## src/rtl/arm_mem_pkg.sv

```systemverilog
// Shared types and constants for the fetch/memory-stage SRAM arbiter.
//   arb_state_e         : arbiter FSM states
//   req_id_e            : requester identity (fetch or memory stage)
//   DEFAULT_WAIT_CYCLES : default SRAM access length in cycles
package arm_mem_pkg;

    typedef enum logic [1:0] {
        IDLE    = 2'd0,
        ACC_IF  = 2'd1,
        ACC_MEM = 2'd2
    } arb_state_e;

    typedef enum logic {
        REQ_IF  = 1'b0,
        REQ_MEM = 1'b1
    } req_id_e;

    localparam int DEFAULT_WAIT_CYCLES = 2;

endpackage

```

## src/rtl/mem_wait_counter.sv

```systemverilog
// Down-counter timing one SRAM access.
//   clk, rst  : clock, async active-high reset (count -> 0)
//   load      : load load_val (takes priority over dec)
//   load_val  : value loaded at access start
//   dec       : decrement request; saturates at zero
//   zero      : count is zero (final cycle of an access)
module mem_wait_counter #(
    parameter int W = 4
) (
    input  logic         clk,
    input  logic         rst,
    input  logic         load,
    input  logic [W-1:0] load_val,
    input  logic         dec,
    output logic         zero
);

    logic [W-1:0] cnt_q;

    always_ff @(posedge clk or posedge rst) begin
        if (rst)
            cnt_q <= '0;
        else if (load)
            cnt_q <= load_val;
        else if (dec && cnt_q != '0)
            cnt_q <= cnt_q - 1'b1;
    end

    assign zero = (cnt_q == '0);

endmodule

```

## src/rtl/mem_arbiter.sv

```systemverilog
// Arbiter sharing one single-port SRAM between the fetch stage (IF, read
// only) and the memory stage (MEM, read/write). Each access takes
// WAIT_CYCLES cycles and is followed by one IDLE turnaround cycle.
//   clk, rst                       : clock, async active-high reset
//   if_req/if_addr                 : fetch read request and address
//   if_rdata/if_ready              : fetch data and completion strobe
//   mem_req/mem_we/mem_addr/wdata  : memory-stage request
//   mem_rdata/mem_ready            : load data and completion strobe
//   sram_en/we/addr/wdata/rdata    : shared SRAM port
// Optional: define MEM_ARB_RR_EN for round-robin on contention; otherwise
// the memory stage always wins.
module mem_arbiter
    import arm_mem_pkg::*;
#(
    parameter int WAIT_CYCLES = DEFAULT_WAIT_CYCLES
) (
    input  logic        clk,
    input  logic        rst,
    input  logic        if_req,
    input  logic [31:0] if_addr,
    output logic [31:0] if_rdata,
    output logic        if_ready,
    input  logic        mem_req,
    input  logic        mem_we,
    input  logic [31:0] mem_addr,
    input  logic [31:0] mem_wdata,
    output logic [31:0] mem_rdata,
    output logic        mem_ready,
    output logic        sram_en,
    output logic        sram_we,
    output logic [31:0] sram_addr,
    output logic [31:0] sram_wdata,
    input  logic [31:0] sram_rdata
);

    localparam logic [3:0] LOAD_VAL = 4'(WAIT_CYCLES - 1);

    arb_state_e  state_q, state_d;
    logic [31:0] addr_q, wdata_q;
    logic        we_q;
    logic        cnt_zero;
    logic        start;
    logic        acc;
    logic        final_cyc;
    logic        prio_mem;   // MEM wins when both request

`ifdef MEM_ARB_RR_EN
    req_id_e last_grant_q;

    always_ff @(posedge clk or posedge rst) begin
        if (rst)
            last_grant_q <= REQ_IF;
        else if (start)
            last_grant_q <= (state_d == ACC_MEM) ? REQ_MEM : REQ_IF;
    end

    assign prio_mem = (last_grant_q == REQ_IF);
`else
    assign prio_mem = 1'b1;
`endif

    always_ff @(posedge clk or posedge rst) begin
        if (rst)
            state_q <= IDLE;
        else
            state_q <= state_d;
    end

    always_comb begin
        state_d = state_q;
        case (state_q)
            IDLE: begin
                if (mem_req && (!if_req || prio_mem))
                    state_d = ACC_MEM;
                else if (if_req)
                    state_d = ACC_IF;
            end
            ACC_IF, ACC_MEM: begin
                if (cnt_zero)
                    state_d = IDLE;
            end
            default: state_d = IDLE;
        endcase
    end

    assign acc       = (state_q != IDLE);
    assign start     = (state_q == IDLE) && (state_d != IDLE);
    assign final_cyc = acc && cnt_zero;

    // Capture the granted request on entry; the requester may change or drop
    // its inputs afterwards without disturbing the access.
    always_ff @(posedge clk or posedge rst) begin
        if (rst) begin
            addr_q  <= '0;
            wdata_q <= '0;
            we_q    <= 1'b0;
        end else if (start) begin
            if (state_d == ACC_MEM) begin
                addr_q  <= mem_addr;
                wdata_q <= mem_wdata;
                we_q    <= mem_we;
            end else begin
                addr_q  <= if_addr;
                wdata_q <= '0;
                we_q    <= 1'b0;
            end
        end
    end

    mem_wait_counter #(.W(4)) u_wait (
        .clk      (clk),
        .rst      (rst),
        .load     (start),
        .load_val (LOAD_VAL),
        .dec      (acc),
        .zero     (cnt_zero)
    );

    assign sram_en    = acc;
    assign sram_we    = (state_q == ACC_MEM) && we_q;
    assign sram_addr  = acc ? addr_q  : '0;
    assign sram_wdata = acc ? wdata_q : '0;

    // Ready is gated by the live request so a flushed access completes
    // silently.
    assign if_ready  = final_cyc && (state_q == ACC_IF)  && if_req;
    assign mem_ready = final_cyc && (state_q == ACC_MEM) && mem_req;
    assign if_rdata  = if_ready  ? sram_rdata : '0;
    assign mem_rdata = mem_ready ? sram_rdata : '0;

endmodule

```

## config.mk

```make
export PLATFORM = sky130hd
export DESIGN_NAME = mem_arbiter
export DESIGN_NICKNAME = d
export VERILOG_FILES = /design/src/rtl/arm_mem_pkg.sv /design/src/rtl/mem_wait_counter.sv /design/src/rtl/mem_arbiter.sv
export SDC_FILE = /design/constraint.sdc
export NUM_CORES = 1
export LEC_CHECK = 0
export ABC_AREA = 1
export CELL_PAD_IN_SITES_DETAIL_PLACEMENT = 0
export CELL_PAD_IN_SITES_GLOBAL_PLACEMENT = 1
export CORE_MARGIN = 2
export CORE_UTILIZATION = 25
export CTS_BUF_LIST = sky130_fd_sc_hd__clkbuf_8
export DETAILED_ROUTE_END_ITERATION = 16
export PLACE_DENSITY = 0.81
export SLEW_MARGIN = 15
export SYNTH_ARGS = -nofsm -noshare
export SYNTH_HDL_FRONTEND = slang
export SYNTH_SLANG_ARGS = --single-unit
export TNS_END_PERCENT = 10
```

## constraint.sdc

```tcl
create_clock -name clk -period 2.8 [get_ports clk]
set_input_delay 0.42 -clock clk [delete_from_list [all_inputs] [get_ports clk]]
set_output_delay 0.42 -clock clk [all_outputs]
set_load 0.05 [all_outputs]
```

Word-level counts from Yosys, hierarchy flattened --
Index checks and enable logic that the tools add are counted.
Word-level totals: bits in registers 71, bits in latches 0, bits in writable memories 0, ROM bits 0, output and inout bits 132, word-level logic and storage cells 37, memories kept 0
Cells by class: $add $sub $neg 1, multipliers 0, divide/modulo/power cells 0, magnitude comparators 0, eq/ne operators 3, shifts and indexed selects 0, multiplexer cells 13, bitwise gates (word level) 0, reduce and logical (&&, ||, !) cells 15
Operator list (number):
- 32-bit two-way mux | 6
- 1-bit logical AND | 8
- 4-bit two-way mux | 2
- 2-bit two-way mux | 3
- 2-bit nonzero test | 3
- 2-bit equality test (second input constant) | 2
- 4-bit zero test | 1
- 2-bit one-hot mux with 2 select lines | 1
- 4-bit nonzero test | 1
- 4-bit by 1-bit subtractor with 4-bit output (second input constant) | 1
- 2-bit by 1-bit equality test with 1-bit output (second input constant) | 1
- 2-bit zero test | 1
- 2-bit OR reduction | 1
- 1-bit two-way mux | 1

Longest topological paths before layout --
Gate-level depths: netlist of run 1.
depth after elaboration 6, mapped depth 14, depth with buffers taken out 12

Hierarchy --
From an unflattened synthesis of run 1, not the netlist that was laid out.
Second synthesis, totals: cells, all modules 716, area, all modules 4505.6 sq um
Modules (own cells, without submodules):
- mem_arbiter | times used 1, cells each 669, area an instance 4206.5 sq um, sequential area each 1676.6 sq um
- mem_wait_counter | times used 1, cells each 47, area an instance 299.0 sq um, sequential area each 100.1 sq um

Least setup slack after synthesis of run 1 --
OpenSTA, ideal clock, no wires.
path kind register to output, start point reg state_q[0], end point out if_rdata[22], arrival time 2.035 ns, data required time 2.380 ns, slack 0.345 ns, cell stages (with the launch flop) 8, cells stage by stage dfrtp_1 inv_1 ha_1 buf_2 nor2_1 nand3_1 clkbuf_1 nor2_1
On the way: word-level cells in the longest chain between the ends 5
Ends and longest elaborated chain:
- start: declaration | line mem_arbiter.sv:38 | arb_state_e state_q, state_d;
- start signal: assignment | line mem_arbiter.sv:66 | state_q <= state_d;
- 2-bit nonzero test | line mem_arbiter.sv:86 | assign acc = (state_q != IDLE);
- 1-bit logical AND | line mem_arbiter.sv:88 | assign final_cyc = acc && cnt_zero;
- 1-bit logical AND * (2 in series) | line mem_arbiter.sv:126 | assign if_ready = final_cyc && (state_q == ACC_IF) && if_req;
- 32-bit two-way mux * | line mem_arbiter.sv:128 | assign if_rdata = if_ready ? sram_rdata : '0;
- end: declaration | line mem_arbiter.sv:21 | output logic [31:0] if_rdata,
Every way passes the cells marked *; elsewhere a longest branch is shown, timed or not.

Final worst setup path of run 1 --
start point reg state_q[1], end point out sram_addr[27]
On the way: word-level cells in the longest chain between the ends 2
Ends and longest elaborated chain:
- 2-bit nonzero test | line mem_arbiter.sv:86
- 32-bit two-way mux | line mem_arbiter.sv:121 | assign sram_addr = acc ? addr_q : '0;
- end: declaration | line mem_arbiter.sv:31 | output logic [31:0] sram_addr,
Every way passes these cells.

==> flow_metrics.py, run 1 <==
metrics = {
    "clocking": {
        "cts_tree": "built",
        "worstSkewPairLatency_ns": 0.34,
        "ctsHoldBuffers": 0,
        "htree_levels": 3,
        "clock-sinks": 71,
        "clockBufferDepth": 2,
        "clk_pin_slew_ns": 0.08,
        "numCtsBuffers": 9,
        "cts_root_buf": "clkbuf_8",
    },
    "place": {
        "post_dp_cell_area_sq_um": 7920,
        "place_congestion": 0.7675,
        "pre_cts_ws_ns": 0.3077,
        "io_buffers": 264,
        "dp_hpwl_um": 11670,
        "post-place-cells": 1124,
    },
    "layout": {
        "fill_cells": 1704,
        "multi_input_area_sq_um": 1974,
        "final_common_cell": "nand2_1",
        "design_area_sq_um": 8239,
        "area_growth_pct": 87.71,
        "num-nets-final": 1051,
        "layout_common_cells": "176 x nand2_1, 150 x clkdlybuf4s50_1, 135 x nor2_1",
        "n_antenna_cell": 0,
        "final_util": 0.4780,
        "seqCellArea_sq_um": 1777,
        "drive_above_1_share": 0.1298,
        "fin_cells": 1142,
    },
    "grt": {
        "overflow": 0,
        "antenna_found_initial": 0,
        "grt_pass1_vias": 4755,
        "grt_max_degree": 67,
        "grt_pass1_wl_um": 24270,
        "grt_usage": 0.1651,
    },
    "drt": {
        "drtPass1Iterations": 4,
        "vias_per_cell": 4.381,
        "wl_per_cell_um": 13.87,
        "remaining_drc_errors": 0,
        "initialDrtViolationCount": 157,
        "wl_um": 15840,
        "vias": 5003,
        "drtAntennaViolNets": 0,
    },
    "timing": {
        "hold_ws_ns": 0.4814,
        "rsz0062_at_grt": "false",
        "period_share": 0.9551,
        "setup_tns_ns": 0,
        "relSlewSlack": 0.5684,
        "worst_pin_slew_ns": 0.6465,
        "final_hold_viol_count": 0,
        "report.final.slew_viol_count": 0,
        "timing.final.crit_period_ns": 2.674,
        "final.setup.worst_slack_ns": 0.1256,
        "fin_skew_ns": 0.01315,
        "setup_viol": 0,
        "max_freq_mhz": 373.9,
    },
    "critical_path": {
        "critPathMaxStageDelay_ns": 0.81,
        "cpMaxStageDelayCell": "clkdlybuf4s50_1",
        "cp-end-kind": "primary output",
        "worstPathRequired_ns": 2.38,
        "critPathLaunchType": "register",
        "critPathKind": "register to primary output",
        "path_buf_inv": 3,
        "cp_max_fo": 15,
        "arrival_ns": 2.25,
        "critPathTopFamily": "buffers and inverters",
        "crit_chain": "inv_1, ha_4, buf_4, nor2_1, clkdlybuf4s50_1",
    },
    "yosys": {
        "ys_seq_elements": 71,
        "syn_nets": 803,
        "yosysWarnings": 0,
        "post-synth-top-area-cell": "dfrtp_1",
        "netlist_instances": 664,
        "synth_cell_types": 22,
        "seq_area_frac_synth": 0.4048,
        "synthTopCellsByArea": "dfrtp_1 40%, nand2_1 15%, nor2_1 12%",
        "synth.avg_cell_area_sq_um": 6.610,
        "syn_area_sq_um": 4389,
        "synth_top_cell_area_share": 0.4048,
    },
    "min_path": {
        "hold_class": "register to register",
    },
    "power_and_ir_drop": {
        "p_per_area_nw_per_um2": 965.2,
        "peakVddDrop_mv": 0.5723,
        "cellLeakagePower_nw": 4.674,
        "power_mw": 7.952,
    },
    "floorplan": {
        "core_area_sq_um": 17240,
        "rows": 48,
        "die_area_sq_um": 18630,
        "dieWidth_um": 136.5,
        "ios": 265,
        "start_util": 0.2546,
        "die_y_um": 136.5,
    },
    "run_status": {
        "outcome": "finished clean",
    },
    "job": {
        "maxCapViolCount": 0,
    },
}
where the power goes:
group	total, mW	leakage (nW)	switching, mW	internal [mW]
clock network	0.765	0.0902	0.415	0.350
registers	1.68	0.902	0.192	1.49
logic	5.50	3.68	3.75	1.75
total	7.95	4.67	4.35	3.60
cells by family (layout without fill, tap and decap cells):
kind of cell,count (synthesis),in the layout,synth area share
AND/OR/NAND/NOR,391,391,0.3800
buffers and inverters,160,413,0.1494
flip-flops,71,71,0.4048
AO/OA/AOI/OAI,34,34,0.04476
adder cells (fa/ha/maj),6,6,0.01710
XOR/XNOR,2,2,0.003992
registers in the layout, summed over array words and instances, names as in the netlist:
| register | flops |
|---|---|
| addr_q | 32 |
| wdata_q | 32 |
| u_wait.cnt_q | 4 |
| state_q | 2 |
| we_q | 1 |
routing by layer:
layer	routed length (um)	vias to the layer above	GRT usage	part of all wire
met3	1411	23	0.05556	0.089
met1	6277	2271	0.1941	0.40
li1	-	2509	-	-
met5	0	-	0	0
met2	7801	200	0.2842	0.49
met4	351	0	0.04977	0.022
worst register-to-register path: stages (launching register included):
cell and delay (ns):
dfrtp_1 0.44, inv_1 0.14, ha_4 0.31, buf_12 0.26
nand3_1 0.11, nand2_1 0.09, nand2_2 0.06, nand2_2 0.08
nand2_4 0.15, inv_2 0.11, buf_12 0.29, o21ai_0 0.18
worst paths after layout:
path / startpoint / end / slack [ns] / cells after the start
setup / recovery: state_q[1]$_DFF_PP0_ / sram_addr[27] / 0.13 / 5
hold / removal: addr_q[4]$_DFFE_PP0P_ / addr_q[4]$_DFFE_PP0P_ / 0.48 / 2
setup reg to reg: state_q[1]$_DFF_PP0_ / wdata_q[28]$_DFFE_PP0P_ / 0.47 / 11
hold reg to reg: addr_q[4]$_DFFE_PP0P_ / addr_q[4]$_DFFE_PP0P_ / 0.48 / 2
max in group asynchronous: rst / addr_q[16]$_DFFE_PP0P_ / 1.70 / 3
min in group asynchronous: rst / addr_q[13]$_DFFE_PP0P_ / 0.49 / 2
layout make-up:
| class | count | area share |
|---|---|---|
| Clock buffer | 10 | 0.01670 |
| Clock inverter | 6 | 0.005467 |
| Inverter | 115 | 0.05239 |
| Multi-Input combinational cell | 433 | 0.2396 |
| Sequential cell | 71 | 0.2156 |
| Tap cell | 225 | 0.03417 |
| Timing Repair Buffer | 282 | 0.4360 |
what timing repair did:
action | CTS | global route
setup endpoints to repair | 46 | 73
resized for setup | 2 | 47
pin swaps | 1 | 1
buffers inserted | 1 | 1
synth_stat cells:
master,n
xor2_1,2
nand2_4,2
o21ai_0,16
buf_2,14
o21ai_1,11
a21oi_2,1
nand3_1,8
ha_1,6
or2_2,1
buf_6,5
nand2_1,176
inv_1,112
nand4_1,64
inv_2,1
nor2_2,1
clkinv_1,2
dfrtp_1,71
buf_1,4
nor2_1,135
o21ai_2,6
nand2_2,4
clkbuf_1,22
(Power assumes the default switching activity.)
==> inputs of run 2 (changes only) <==
- SYNTH_HIERARCHICAL: not set -> 1
==> flow_metrics.py, run 2 <==
metrics = {
    "run_status": {
        "outcome": "finished clean",
    },
    "floorplan": {
        "core_area_sq_um": 17840,
        "start_util": 0.2525,
        "ios": 265,
        "die_y_um": 138.2,
        "dieWidth_um": 138.2,
        "die_area_sq_um": 19110,
        "rows": 49,
    },
    "layout": {
        "n_antenna_cell": 0,
        "layout_common_cells": "221 x nand2_1, 163 x clkdlybuf4s50_1, 134 x nor2_1",
        "fill_cells": 1735,
        "drive_above_1_share": 0.1156,
        "design_area_sq_um": 8366,
        "area_growth_pct": 85.67,
        "reg.largest.list": "addr_q x32, wdata_q x32, u_wait/cnt_q x4",
        "multi_input_area_sq_um": 2092,
        "final_common_cell": "nand2_1",
        "final_util": 0.4689,
        "seqCellArea_sq_um": 1777,
        "num-nets-final": 1104,
    },
    "yosys": {
        "post-synth-top-area-cell": "dfrtp_1",
        "syn_area_sq_um": 4506,
        "yosysWarnings": 6,
        "synth_top_cell_area_share": 0.3943,
        "seq_area_frac_synth": 0.3943,
        "ys.flop_type": "dfrtp_1",
        "netlist_instances": 716,
        "synth_most_common_cell": "nand2_1",
        "synthArstFlopShare": 1.000,
        "ys_seq_elements": 71,
        "synthTopCellsByArea": "dfrtp_1 39%, nand2_1 18%, nor2_1 11%",
        "netlist_top_cells_count": "221 x nand2_1, 134 x nor2_1, 112 x inv_1",
        "synth_cell_types": 22,
        "synth_edf_count": 0,
        "synth.avg_cell_area_sq_um": 6.293,
    },
    "clocking": {
        "ctsHoldBuffers": 0,
        "htree_levels": 3,
        "numCtsBuffers": 9,
        "cts-resized-gates": 0,
        "clockBufferDepth": 2,
        "cts_tree": "built",
        "clock-sinks": 71,
        "worstSkewPairLatency_ns": 0.35,
        "cts_root_buf": "clkbuf_8",
        "clk_pin_slew_ns": 0.07,
        "cts_setup_buffers": 0,
    },
    "grt": {
        "antenna_found_initial": 0,
        "grt_max_degree": 89,
        "grt_pass1_wl_um": 25500,
        "grt_pass1_vias": 4964,
        "overflow": 0,
        "grt_usage": 0.1640,
    },
    "power_and_ir_drop": {
        "combPwrFrac": 0.670,
        "power.share.sequential": 0.218,
        "switchingPower_mw": 4.467,
        "sw_frac_of_total": 0.5350,
        "peakVddDrop_mv": 0.4724,
        "p_per_area_nw_per_um2": 998.1,
        "power.internal_mw": 3.883,
        "cellLeakagePower_nw": 4.593,
        "power.share.clock": 0.112,
    },
    "timing": {
        "final.setup.worst_slack_ns": 0.1108,
        "fin_skew_ns": 0.01683,
        "setup_viol": 0,
        "report.final.slew_viol_count": 0,
        "timing.final.crit_period_ns": 2.689,
        "relSlewSlack": 0.4920,
        "rsz0062_at_grt": "false",
        "hold_ws_ns": 0.3254,
        "worst_pin_slew_ns": 0.7608,
        "period_share": 0.9604,
        "max_freq_mhz": 371.9,
        "final_hold_viol_count": 0,
        "setup_tns_ns": 0,
    },
    "place": {
        "pre_cts_ws_ns": 0.4034,
        "io_buffers": 264,
        "place_congestion": 0.7868,
        "dp_hpwl_um": 11810,
        "post_dp_cell_area_sq_um": 8059,
    },
    "critical_path": {
        "cpMaxStageDelayCell": "clkdlybuf4s50_1",
        "cp_max_fo": 18,
        "path_buf_inv": 3,
        "arrival_ns": 2.27,
        "worstPathRequired_ns": 2.38,
        "critPathLaunchType": "register",
        "cp-end-kind": "primary output",
        "critPathTopFamily": "buffers and inverters",
        "critPathMaxStageDelay_ns": 0.82,
        "rrSetupSlack_ns": 0.55,
        "crit_chain": "inv_1, ha_2, buf_4, nor2_1, clkdlybuf4s50_1",
        "critPathKind": "register to primary output",
    },
    "drt": {
        "initialDrtViolationCount": 211,
        "drtAntennaViolNets": 0,
        "drtPass1Iterations": 4,
        "wl_per_cell_um": 13.19,
        "vias_per_cell": 4.230,
        "wl_um": 15800,
        "remaining_drc_errors": 0,
        "vias": 5068,
    },
    "min_path": {
        "hold_class": "primary input to asynchronous set/reset pin",
    },
    "job": {
        "maxCapViolCount": 0,
    },
}
-- run 2: worst paths after layout --
kind                                       start                           to  cells past startpoint
hold reg to reg            addr_q[3]$_DFFE_PP0P_        addr_q[3]$_DFFE_PP0P_                      2
hold / removal                               rst  u_wait/cnt_q[3]$_DFFE_PP0P_                      2
setup / recovery            state_q[0]$_DFF_PP0_                sram_addr[24]                      5
max in group asynchronous                    rst         state_q[0]$_DFF_PP0_                      3
setup reg to reg            state_q[0]$_DFF_PP0_       addr_q[30]$_DFFE_PP0P_                     12
min in group clk           addr_q[3]$_DFFE_PP0P_        addr_q[3]$_DFFE_PP0P_                      2
-- run 2: final cells by class --
class / instances / share of cell area
clock buffers: 10 / 0.01645
well taps: 229 / 0.03425
flip-flops and latches: 71 / 0.2124
inverters: 118 / 0.05295
clock inverters: 5 / 0.009722
multi-input cells: 485 / 0.2501
repair buffers: 280 / 0.4242
-- run 2: cells by family after synthesis --
family	after synthesis	synth area share
simple gates	439	0.4038
fa+ha+maj	6	0.01666
flops	71	0.3943
compound gates	36	0.03999
other cells	2	0.001667
buf+inv	162	0.1436
-- run 2: layer usage --
layer  track usage  part of all wire  vias to the layer above
li1              -                 -                     2628
met1        0.1994              0.43                     2252
met2        0.2863              0.49                      174
met3       0.03914             0.061                       14
met4       0.05317             0.015                        0
met5             0                 0                        -
-- run 2: worst reg2reg max path, cell delays in order (launching register included) --
cell     delay, ns
dfrtp_1       0.42
inv_1         0.14
ha_2          0.22
buf_4         0.23
nand2_1       0.09
nand2_2       0.07
buf_4         0.33
nand3_1       0.17
buf_4         0.24
nand2_1       0.08
nand2_1       0.05
nand2_1       0.06
nand2_1       0.05
-- run 2: through the flow --
| stage | cells | total power [mW] |
|---|---|---|
| finish | 1198 | 8.349 |
| global placement | 1183 | 7.485 |
| detailed placement | 1183 | 7.520 |
| floorplan | 718 | 5.704 |
| global route | 1198 | 9.067 |
| CTS | 1198 | 8.488 |
-- run 2: power groups by stage --
stage	Clock (mW)	Combinational, mW	Sequential [mW]
floorplan	0	3.94	1.77
global placement	0	5.66	1.82
detailed placement	0	5.69	1.83
CTS	0.959	5.71	1.82
global route	1.01	6.17	1.88
finish	0.933	5.60	1.82
